===== config.mk =====
export PLATFORM = sky130hd
export DESIGN_NAME = csr_file_flat
export DESIGN_NICKNAME = d
export VERILOG_FILES = /design/src/rtl/csr_pkg.sv /design/src/rtl/csr_file_if.sv /design/src/rtl/csr_counter64.sv /design/src/rtl/csr_file.sv /design/src/flat_wrapper.sv
export SDC_FILE = /design/constraint.sdc
export NUM_CORES = 1
export LEC_CHECK = 0
export BUFFER_PORTS_ARGS = -buffer_cell sky130_fd_sc_hd__buf_2
export CAP_MARGIN = 10
export CORE_MARGIN = 2
export CORE_UTILIZATION = 40
export CTS_CLUSTER_DIAMETER = 120
export DETAILED_ROUTE_END_ITERATION = 10
export HOLD_SLACK_MARGIN = 0.05
export SYNTH_ARGS = -nofsm -noshare
export SYNTH_HDL_FRONTEND = slang
export SYNTH_SLANG_ARGS = --single-unit

===== constraint.sdc =====
create_clock -name clk -period 2 [get_ports clk]
set_input_delay 0.3 -clock clk [delete_from_list [all_inputs] [get_ports clk]]
set_output_delay 0.3 -clock clk [all_outputs]
set_load 0.05 [all_outputs]

===== src/rtl/csr_pkg.sv =====
// ============================================================================
// csr_pkg : shared address map, op encodings and reset constants for csr_file
// Revision: 1.0
// ============================================================================
`default_nettype none

package csr_pkg;

  localparam logic [11:0] CSR_MSTATUS   = 12'h300;
  localparam logic [11:0] CSR_MISA      = 12'h301;
  localparam logic [11:0] CSR_MIE       = 12'h304;
  localparam logic [11:0] CSR_MTVEC     = 12'h305;
  localparam logic [11:0] CSR_MSCRATCH  = 12'h340;
  localparam logic [11:0] CSR_MEPC      = 12'h341;
  localparam logic [11:0] CSR_MCAUSE    = 12'h342;
  localparam logic [11:0] CSR_MTVAL     = 12'h343;
  localparam logic [11:0] CSR_MIP       = 12'h344;
  localparam logic [11:0] CSR_MCYCLE    = 12'hB00;
  localparam logic [11:0] CSR_MINSTRET  = 12'hB02;
  localparam logic [11:0] CSR_MCYCLEH   = 12'hB80;
  localparam logic [11:0] CSR_MINSTRETH = 12'hB82;
  localparam logic [11:0] CSR_CYCLE     = 12'hC00;
  localparam logic [11:0] CSR_INSTRET   = 12'hC02;
  localparam logic [11:0] CSR_CYCLEH    = 12'hC80;
  localparam logic [11:0] CSR_INSTRETH  = 12'hC82;
  localparam logic [11:0] CSR_MVENDORID = 12'hF11;
  localparam logic [11:0] CSR_MARCHID   = 12'hF12;
  localparam logic [11:0] CSR_MIMPID    = 12'hF13;
  localparam logic [11:0] CSR_MHARTID   = 12'hF14;

  typedef enum logic [1:0] {
    CSR_OP_NONE = 2'b00,
    CSR_OP_RW   = 2'b01,
    CSR_OP_RS   = 2'b10,
    CSR_OP_RC   = 2'b11
  } csr_op_e;

  localparam logic [31:0] MISA_VALUE    = 32'h4000_0100;
  localparam logic [31:0] MSTATUS_RESET = 32'h0000_1800;

  localparam int MSTATUS_MIE_BIT  = 3;
  localparam int MSTATUS_MPIE_BIT = 7;
  localparam int MSTATUS_MPP_LO   = 11;
  localparam int MSTATUS_MPP_HI   = 12;

endpackage

`default_nettype wire


===== src/rtl/csr_file_if.sv =====
// ============================================================================
// csr_file_if : EX-stage CSR request, trap/mret controls and CSR results
// Revision: 1.0
// ============================================================================
`default_nettype none

interface csr_file_if;
  logic [11:0] CSR_addr_EX;
  logic [1:0]  CSR_op_EX;
  logic [31:0] CSR_zimm_EX;
  logic        CSR_zimm_or_reg_EX;
  logic        CSR_write_en_EX;
  logic [31:0] rs1_data_EX;
  logic        stall_EX;
  logic        instret_inc;
  logic        trap_valid;
  logic [31:0] trap_pc;
  logic [31:0] trap_cause;
  logic [31:0] trap_tval;
  logic        mret_valid;
  logic [31:0] CSR_rdata;
  logic        CSR_illegal;
  logic [31:0] redirect_pc;
  logic        mie_global;

  modport master (
    output CSR_addr_EX, CSR_op_EX, CSR_zimm_EX, CSR_zimm_or_reg_EX, CSR_write_en_EX,
           rs1_data_EX, stall_EX, instret_inc, trap_valid, trap_pc, trap_cause,
           trap_tval, mret_valid,
    input  CSR_rdata, CSR_illegal, redirect_pc, mie_global
  );

  modport slave (
    input  CSR_addr_EX, CSR_op_EX, CSR_zimm_EX, CSR_zimm_or_reg_EX, CSR_write_en_EX,
           rs1_data_EX, stall_EX, instret_inc, trap_valid, trap_pc, trap_cause,
           trap_tval, mret_valid,
    output CSR_rdata, CSR_illegal, redirect_pc, mie_global
  );
endinterface

`default_nettype wire


===== src/rtl/csr_counter64.sv =====
// ============================================================================
// csr_counter64 : 64-bit counter; a write to either half beats the increment
// Revision: 1.0
// ============================================================================
`default_nettype none

module csr_counter64 (
  input  logic        clk,
  input  logic        rst_n,
  input  logic        inc_i,
  input  logic        wr_lo_i,
  input  logic        wr_hi_i,
  input  logic [31:0] wdata_i,
  output logic [63:0] count_o
);

  logic [63:0] count_q;
  logic [63:0] count_d;

  always_comb begin
    count_d = count_q;
    if (wr_lo_i || wr_hi_i) begin
      if (wr_lo_i) count_d[31:0]  = wdata_i;
      if (wr_hi_i) count_d[63:32] = wdata_i;
    end else if (inc_i) begin
      count_d = count_q + 64'd1;
    end
  end

  always_ff @(posedge clk or negedge rst_n) begin
    if (!rst_n) count_q <= '0;
    else        count_q <= count_d;
  end

  assign count_o = count_q;

endmodule

`default_nettype wire


===== src/rtl/csr_file.sv =====
// ============================================================================
// csr_file : M-mode CSR storage, read-modify-write and trap/mret state
// Optional: CSR_COUNTERS_EN adds mcycle/minstret and their user shadows.
// Revision: 1.0
// ============================================================================
`default_nettype none

module csr_file
  import csr_pkg::*;
#(
  parameter logic [31:0] HART_ID     = 32'd0,
  parameter logic [31:0] MTVEC_RESET = 32'h0000_0000
) (
  input  logic       clk,
  input  logic       rst_n,
  csr_file_if.slave  bus
);

  logic        mstatus_mie_q, mstatus_mie_d;
  logic        mstatus_mpie_q, mstatus_mpie_d;
  logic [31:0] mie_csr_q, mie_csr_d;
  logic [31:2] mtvec_q, mtvec_d;
  logic [31:0] mscratch_q, mscratch_d;
  logic [31:2] mepc_q, mepc_d;
  logic [31:0] mcause_q, mcause_d;
  logic [31:0] mtval_q, mtval_d;

  logic [31:0] rdata, src, wdata;
  logic        implemented, illegal, commit;
  csr_op_e     op;
  logic [63:0] mcycle, minstret;
  logic        unused_ok;

  assign op = csr_op_e'(bus.CSR_op_EX);

  always_comb begin
    rdata       = '0;
    implemented = 1'b1;
    case (bus.CSR_addr_EX)
      CSR_MSTATUS:  rdata = {19'd0, 2'b11, 3'd0, mstatus_mpie_q, 3'd0, mstatus_mie_q, 3'd0};
      CSR_MISA:     rdata = MISA_VALUE;
      CSR_MIE:      rdata = mie_csr_q;
      CSR_MTVEC:    rdata = {mtvec_q, 2'b00};
      CSR_MSCRATCH: rdata = mscratch_q;
      CSR_MEPC:     rdata = {mepc_q, 2'b00};
      CSR_MCAUSE:   rdata = mcause_q;
      CSR_MTVAL:    rdata = mtval_q;
      CSR_MIP:      rdata = '0;
      CSR_MCYCLE,   CSR_CYCLE:    rdata = mcycle[31:0];
      CSR_MCYCLEH,  CSR_CYCLEH:   rdata = mcycle[63:32];
      CSR_MINSTRET, CSR_INSTRET:  rdata = minstret[31:0];
      CSR_MINSTRETH, CSR_INSTRETH: rdata = minstret[63:32];
      CSR_MVENDORID, CSR_MARCHID, CSR_MIMPID: rdata = '0;
      CSR_MHARTID:  rdata = HART_ID;
      default:      implemented = 1'b0;
    endcase
  end

  assign illegal = !implemented ||
                   (bus.CSR_write_en_EX && (bus.CSR_addr_EX[11:10] == 2'b11));

  assign src = bus.CSR_zimm_or_reg_EX ? bus.CSR_zimm_EX : bus.rs1_data_EX;

  always_comb begin
    case (op)
      CSR_OP_RW: wdata = src;
      CSR_OP_RS: wdata = rdata | src;
      CSR_OP_RC: wdata = rdata & ~src;
      default:   wdata = rdata;
    endcase
  end

  assign commit = bus.CSR_write_en_EX && (op != CSR_OP_NONE) && !bus.stall_EX &&
                  !illegal && !bus.trap_valid;

  // Trap beats mret and writes; a CSR write to mstatus beats a coincident mret.
  always_comb begin
    mstatus_mie_d  = mstatus_mie_q;
    mstatus_mpie_d = mstatus_mpie_q;
    mie_csr_d      = mie_csr_q;
    mtvec_d        = mtvec_q;
    mscratch_d     = mscratch_q;
    mepc_d         = mepc_q;
    mcause_d       = mcause_q;
    mtval_d        = mtval_q;
    if (bus.trap_valid) begin
      mepc_d         = bus.trap_pc[31:2];
      mcause_d       = bus.trap_cause;
      mtval_d        = bus.trap_tval;
      mstatus_mpie_d = mstatus_mie_q;
      mstatus_mie_d  = 1'b0;
    end else if (bus.mret_valid) begin
      mstatus_mie_d  = mstatus_mpie_q;
      mstatus_mpie_d = 1'b1;
    end
    if (commit) begin
      case (bus.CSR_addr_EX)
        CSR_MSTATUS: begin
          mstatus_mie_d  = wdata[MSTATUS_MIE_BIT];
          mstatus_mpie_d = wdata[MSTATUS_MPIE_BIT];
        end
        CSR_MIE:      mie_csr_d  = wdata;
        CSR_MTVEC:    mtvec_d    = wdata[31:2];
        CSR_MSCRATCH: mscratch_d = wdata;
        CSR_MEPC:     mepc_d     = wdata[31:2];
        CSR_MCAUSE:   mcause_d   = wdata;
        CSR_MTVAL:    mtval_d    = wdata;
        default: ;
      endcase
    end
  end

  always_ff @(posedge clk or negedge rst_n) begin
    if (!rst_n) begin
      mstatus_mie_q  <= 1'b0;
      mstatus_mpie_q <= 1'b0;
      mie_csr_q      <= '0;
      mtvec_q        <= MTVEC_RESET[31:2];
      mscratch_q     <= '0;
      mepc_q         <= '0;
      mcause_q       <= '0;
      mtval_q        <= '0;
    end else begin
      mstatus_mie_q  <= mstatus_mie_d;
      mstatus_mpie_q <= mstatus_mpie_d;
      mie_csr_q      <= mie_csr_d;
      mtvec_q        <= mtvec_d;
      mscratch_q     <= mscratch_d;
      mepc_q         <= mepc_d;
      mcause_q       <= mcause_d;
      mtval_q        <= mtval_d;
    end
  end

`ifdef CSR_COUNTERS_EN
  csr_counter64 u_mcycle (
    .clk     (clk),
    .rst_n   (rst_n),
    .inc_i   (1'b1),
    .wr_lo_i (commit && (bus.CSR_addr_EX == CSR_MCYCLE)),
    .wr_hi_i (commit && (bus.CSR_addr_EX == CSR_MCYCLEH)),
    .wdata_i (wdata),
    .count_o (mcycle)
  );

  csr_counter64 u_minstret (
    .clk     (clk),
    .rst_n   (rst_n),
    .inc_i   (bus.instret_inc),
    .wr_lo_i (commit && (bus.CSR_addr_EX == CSR_MINSTRET)),
    .wr_hi_i (commit && (bus.CSR_addr_EX == CSR_MINSTRETH)),
    .wdata_i (wdata),
    .count_o (minstret)
  );

  assign unused_ok = ^bus.trap_pc[1:0];
`else
  assign mcycle    = '0;
  assign minstret  = '0;
  assign unused_ok = ^{bus.trap_pc[1:0], bus.instret_inc};
`endif

  assign bus.CSR_rdata   = rdata;
  assign bus.CSR_illegal = illegal;
  assign bus.redirect_pc = bus.trap_valid ? {mtvec_q, 2'b00} : {mepc_q, 2'b00};
  assign bus.mie_global  = mstatus_mie_q;

endmodule

`default_nettype wire


===== src/flat_wrapper.sv =====
// flat-port wrapper written by rule: the top's interface ports become plain ports
module csr_file_flat import csr_pkg::*;
#(
  parameter logic [31:0] HART_ID     = 32'd0,
  parameter logic [31:0] MTVEC_RESET = 32'h0000_0000
)
  (clk, rst_n, bus_CSR_addr_EX, bus_CSR_op_EX, bus_CSR_zimm_EX, bus_CSR_zimm_or_reg_EX, bus_CSR_write_en_EX, bus_rs1_data_EX, bus_stall_EX, bus_instret_inc, bus_trap_valid, bus_trap_pc, bus_trap_cause, bus_trap_tval, bus_mret_valid, bus_CSR_rdata, bus_CSR_illegal, bus_redirect_pc, bus_mie_global);
  csr_file_if bus_i ();
  input  logic clk;
  input  logic rst_n;
  input wire logic [$bits(bus_i.CSR_addr_EX)-1:0] bus_CSR_addr_EX;
  input wire logic [$bits(bus_i.CSR_op_EX)-1:0] bus_CSR_op_EX;
  input wire logic [$bits(bus_i.CSR_zimm_EX)-1:0] bus_CSR_zimm_EX;
  input wire logic [$bits(bus_i.CSR_zimm_or_reg_EX)-1:0] bus_CSR_zimm_or_reg_EX;
  input wire logic [$bits(bus_i.CSR_write_en_EX)-1:0] bus_CSR_write_en_EX;
  input wire logic [$bits(bus_i.rs1_data_EX)-1:0] bus_rs1_data_EX;
  input wire logic [$bits(bus_i.stall_EX)-1:0] bus_stall_EX;
  input wire logic [$bits(bus_i.instret_inc)-1:0] bus_instret_inc;
  input wire logic [$bits(bus_i.trap_valid)-1:0] bus_trap_valid;
  input wire logic [$bits(bus_i.trap_pc)-1:0] bus_trap_pc;
  input wire logic [$bits(bus_i.trap_cause)-1:0] bus_trap_cause;
  input wire logic [$bits(bus_i.trap_tval)-1:0] bus_trap_tval;
  input wire logic [$bits(bus_i.mret_valid)-1:0] bus_mret_valid;
  output wire logic [$bits(bus_i.CSR_rdata)-1:0] bus_CSR_rdata;
  output wire logic [$bits(bus_i.CSR_illegal)-1:0] bus_CSR_illegal;
  output wire logic [$bits(bus_i.redirect_pc)-1:0] bus_redirect_pc;
  output wire logic [$bits(bus_i.mie_global)-1:0] bus_mie_global;
  assign bus_i.CSR_addr_EX = bus_CSR_addr_EX;
  assign bus_i.CSR_op_EX = bus_CSR_op_EX;
  assign bus_i.CSR_zimm_EX = bus_CSR_zimm_EX;
  assign bus_i.CSR_zimm_or_reg_EX = bus_CSR_zimm_or_reg_EX;
  assign bus_i.CSR_write_en_EX = bus_CSR_write_en_EX;
  assign bus_i.rs1_data_EX = bus_rs1_data_EX;
  assign bus_i.stall_EX = bus_stall_EX;
  assign bus_i.instret_inc = bus_instret_inc;
  assign bus_i.trap_valid = bus_trap_valid;
  assign bus_i.trap_pc = bus_trap_pc;
  assign bus_i.trap_cause = bus_trap_cause;
  assign bus_i.trap_tval = bus_trap_tval;
  assign bus_i.mret_valid = bus_mret_valid;
  assign bus_CSR_rdata = bus_i.CSR_rdata;
  assign bus_CSR_illegal = bus_i.CSR_illegal;
  assign bus_redirect_pc = bus_i.redirect_pc;
  assign bus_mie_global = bus_i.mie_global;
  csr_file #(.HART_ID(HART_ID), .MTVEC_RESET(MTVEC_RESET)) u_core (.clk(clk), .rst_n(rst_n), .bus(bus_i));
endmodule

==> flow_summary.json <==
{
  "grt_pass1_wl_mm": 67.5,
  "drc": 0,
  "io_pins": 248,
  "ys_ff_latch": 190,
  "synthCells": 1260,
  "hold_end": "u_core.mepc_q[16]",
  "die_h_um": 175,
  "setup_slack_ns": -0.222,
  "cp.arrival_ns": 1.92,
  "whs_path_depth": 3,
  "utilization": 0.606,
  "clk_pin_slew_worst_paths_ns": 0.08,
  "cp-startpoint": "bus_CSR_addr_EX[3]",
  "synth_edf_count": 0,
  "routed_wire_length_per_instance_um": 21.4,
  "place.gp.congestion": 0.927,
  "rsz0062_at_grt": "true",
  "instances_no_fill": 2104,
  "min_period_ns": 2.22,
  "critPathKind": "in -> out",
  "avgSynthCellArea_um2": 9.26,
  "place_ws_ns": -0.412,
  "drt_first_pass_iters": 7,
  "place_inst": 2012,
  "drive_above_1_share": 0.453,
  "die_width_um": 175,
  "cp_data_required_time_ns": 1.70,
  "cts.sinks": 190,
  "portBuffers": 242,
  "timing.rr.start": "u_core.mtvec_q[15]",
  "gr-total-overflow": 0,
  "drv_cap": 0,
  "dp_hpwl_mm": 32.1,
  "end_kind": "output port",
  "root_buffer": "clkbuf_16",
  "clk-insertion-delay-late_ns": 0.44,
  "finalHoldViolCount": 0,
  "antenna_found_initial": 3,
  "r2r_setup_slack_ns": -0.01,
  "drt_iter0_markers": 1059,
  "finalCritPeriodShare": 1.11,
  "reg2reg_depth": 7,
  "htreeDepth": 4,
  "syn_area_um2": 11700,
  "vias": 12100,
  "syn2layout_area_growth_pct": 49.2,
  "cts_buffers": 17,
  "initial_utilization": 0.406,
  "slew_violations": 0,
  "yosysWarnings": 0,
  "ys_seq_area_frac": 0.408,
  "nNetsFinal": 1887,
  "status": "finished, violations left",
  "total_power_mw": 9.91,
  "tightest_slew_ns": 0.701,
  "viasPerCell": 5.74,
  "grt_use_total": 0.285,
  "maxSlewHeadroom": 0.533,
  "vdd_ir_drop_max_mv": 0.560,
  "critPathLaunchType": "primary input",
  "ant_nets": 0,
  "core_um2": 28700,
  "wl_mm": 44.9,
  "min-delay-start": "bus_trap_pc[16]",
  "async_flop_share": 1.00,
  "fmax_mhz": 450,
  "grt_start_max_net_pins": 80,
  "violations": "setup timing",
  "synthDistinctLibCells": 77,
  "synth_ff_type": "dfrtp_1",
  "r2r_end": "u_core.mscratch_q[15]",
  "power_leakage_nw": 8.04,
  "p_per_area_nw_per_um2": 569,
  "cts_tree": "yes",
  "cts_buffer_depth": 2,
  "hold_class": "in -> reg",
  "die_area_um2": 30500,
  "skew_ns": 0.0129,
  "final_cell_area_um2": 17400,
  "finalSetupViolations": 38,
  "place_area_um2": 15300,
  "grt_pass1_vias": 11600,
  "path_max_fanout": 6,
  "std_cell_rows": 62
}
-- cell families (layout without fill, tap and decap cells) --
kind of cell / after synthesis / count (layout) / share of synthesized area
compound gates: 426 / 426 / 0.251
simple gates: 400 / 400 / 0.177
flops: 190 / 190 / 0.408
mux: 114 / 114 / 0.105
buf+inv: 109 / 566 / 0.0446
xor+xnor: 20 / 20 / 0.0150
other cells: 1 / 4 / 0.000321
-- routing by layer --
layer,global-route usage,share of wire
met5,0,0.00018
met4,0.0927,0.026
met3,0.0524,0.075
met2,0.446,0.47
met1,0.400,0.43
-- metrics by stage --
stage	TNS, ns	hold slack [ns]
detailed placement	-65.28	0.361
finish	-4.77	0.132
global route	-6.83	0.125
CTS	-4.64	0.121
floorplan	-2.07	0.00441
global placement	-60.70	0.367
-- synth_stat cells, drive strengths merged (3+ instances only) --
cell type,instances,share of area
inv,10,0.0032
or4,4,0.0035
a221oi,6,0.010
nor2b,55,0.029
a21o,26,0.017
a2bb2oi,6,0.0045
buf,48,0.025
dfrtp,190,0.41
a32oi,11,0.0083
nand2,162,0.052
o311a,6,0.0051
o21ai,92,0.042
and2,5,0.0027
nor4,3,0.0040
nand4,7,0.0038
mux2i,47,0.040
o221ai,3,0.0023
o211ai,4,0.0030
a21oi,124,0.058
clkbuf,51,0.016
nand3,30,0.013
xor2,6,0.0045
or2,6,0.0032
mux2,67,0.065
xnor2,14,0.011
o21a,9,0.0058
nor3,10,0.0071
and3,15,0.0080
nand2b,16,0.0086
nor4b,8,0.011
nor2,72,0.024
a32o,10,0.0086
a211oi,58,0.037
a222oi,8,0.0069
o22ai,24,0.014
a31oi,7,0.0038
a211o,3,0.0023
a22oi,16,0.011
-- cells in the final DEF, fill, tap and decap left out, types with 29 or more instances in the layout --
master / synthesis / final
nor2b_1: 55 / 55
o21ai_0: 57 / 29
buf_6: 5 / 53
buf_12: 0 / 32
dfrtp_1: 190 / 190
nor2_1: 69 / 66
a211oi_1: 58 / 57
buf_4: 9 / 219
mux2_2: 66 / 62
mux2i_1: 47 / 46
buf_2: 32 / 198
o21ai_1: 26 / 48
a21oi_1: 108 / 95
nand2_1: 161 / 149
-- cell type report --
type / count / area (um^2)
tap: 384 / 480
timing repair buffer: 524 / 4220
clock inverter: 13 / 180
sequential: 190 / 4750
antenna: 2 / 5.00
clock buffer: 19 / 433
fill: 2474 / 11300
multi-input combinational: 962 / 7300
inverter: 10 / 37.5
-- worst max path at each step --
stage / cells after the start / endpoint
final: 8 / bus_CSR_rdata[15]
after global routing: 8 / bus_CSR_rdata[15]
after CTS: 8 / bus_CSR_rdata[30]
after detailed placement: 9 / u_core.mcause_q[23]
after global placement: 9 / bus_CSR_rdata[11]
after floorplan: 8 / u_core.mie_csr_q[4]
-- timing repair --
action / 4_1_cts / 5_1_grt
hold endpoints to repair: 55 / 0
resized for setup: 162 / 73
endpoints found under the setup margin: 56 / 72
pin swaps: 44 / 54
cloned: 1 / 1
hold buffers: 1 / 0
buffers inserted: 33 / 26
-- registers in the layout (all words and copies together) (netlist names) --
register and flops:
u_core.bus.mie_global 1, u_core.mcause_q 32, u_core.mepc_q 30, u_core.mie_csr_q 32, u_core.mscratch_q 32, u_core.mstatus_mpie_q 1
u_core.mtval_q 32, u_core.mtvec_q 30
-- where the power goes --
| part | leakage, nW | switching [mW] | internal, mW | total (mW) |
|---|---|---|---|---|
| Combinational | 5.28 | 1.18 | 0.962 | 2.15 |
| Sequential | 2.47 | 0.103 | 4.02 | 4.12 |
| Clock | 0.298 | 1.64 | 2.01 | 3.65 |
| Total | 8.04 | 2.92 | 6.99 | 9.91 |
-- worst max-delay path, cell delays in order --
cell and delay, ns:
buf_6 0.10, or4_4 0.57, nor3_4 0.23, buf_6 0.14, buf_12 0.12, a32o_2 0.16
or2_4 0.15, buf_8 0.14
(Power assumes the default switching activity.)
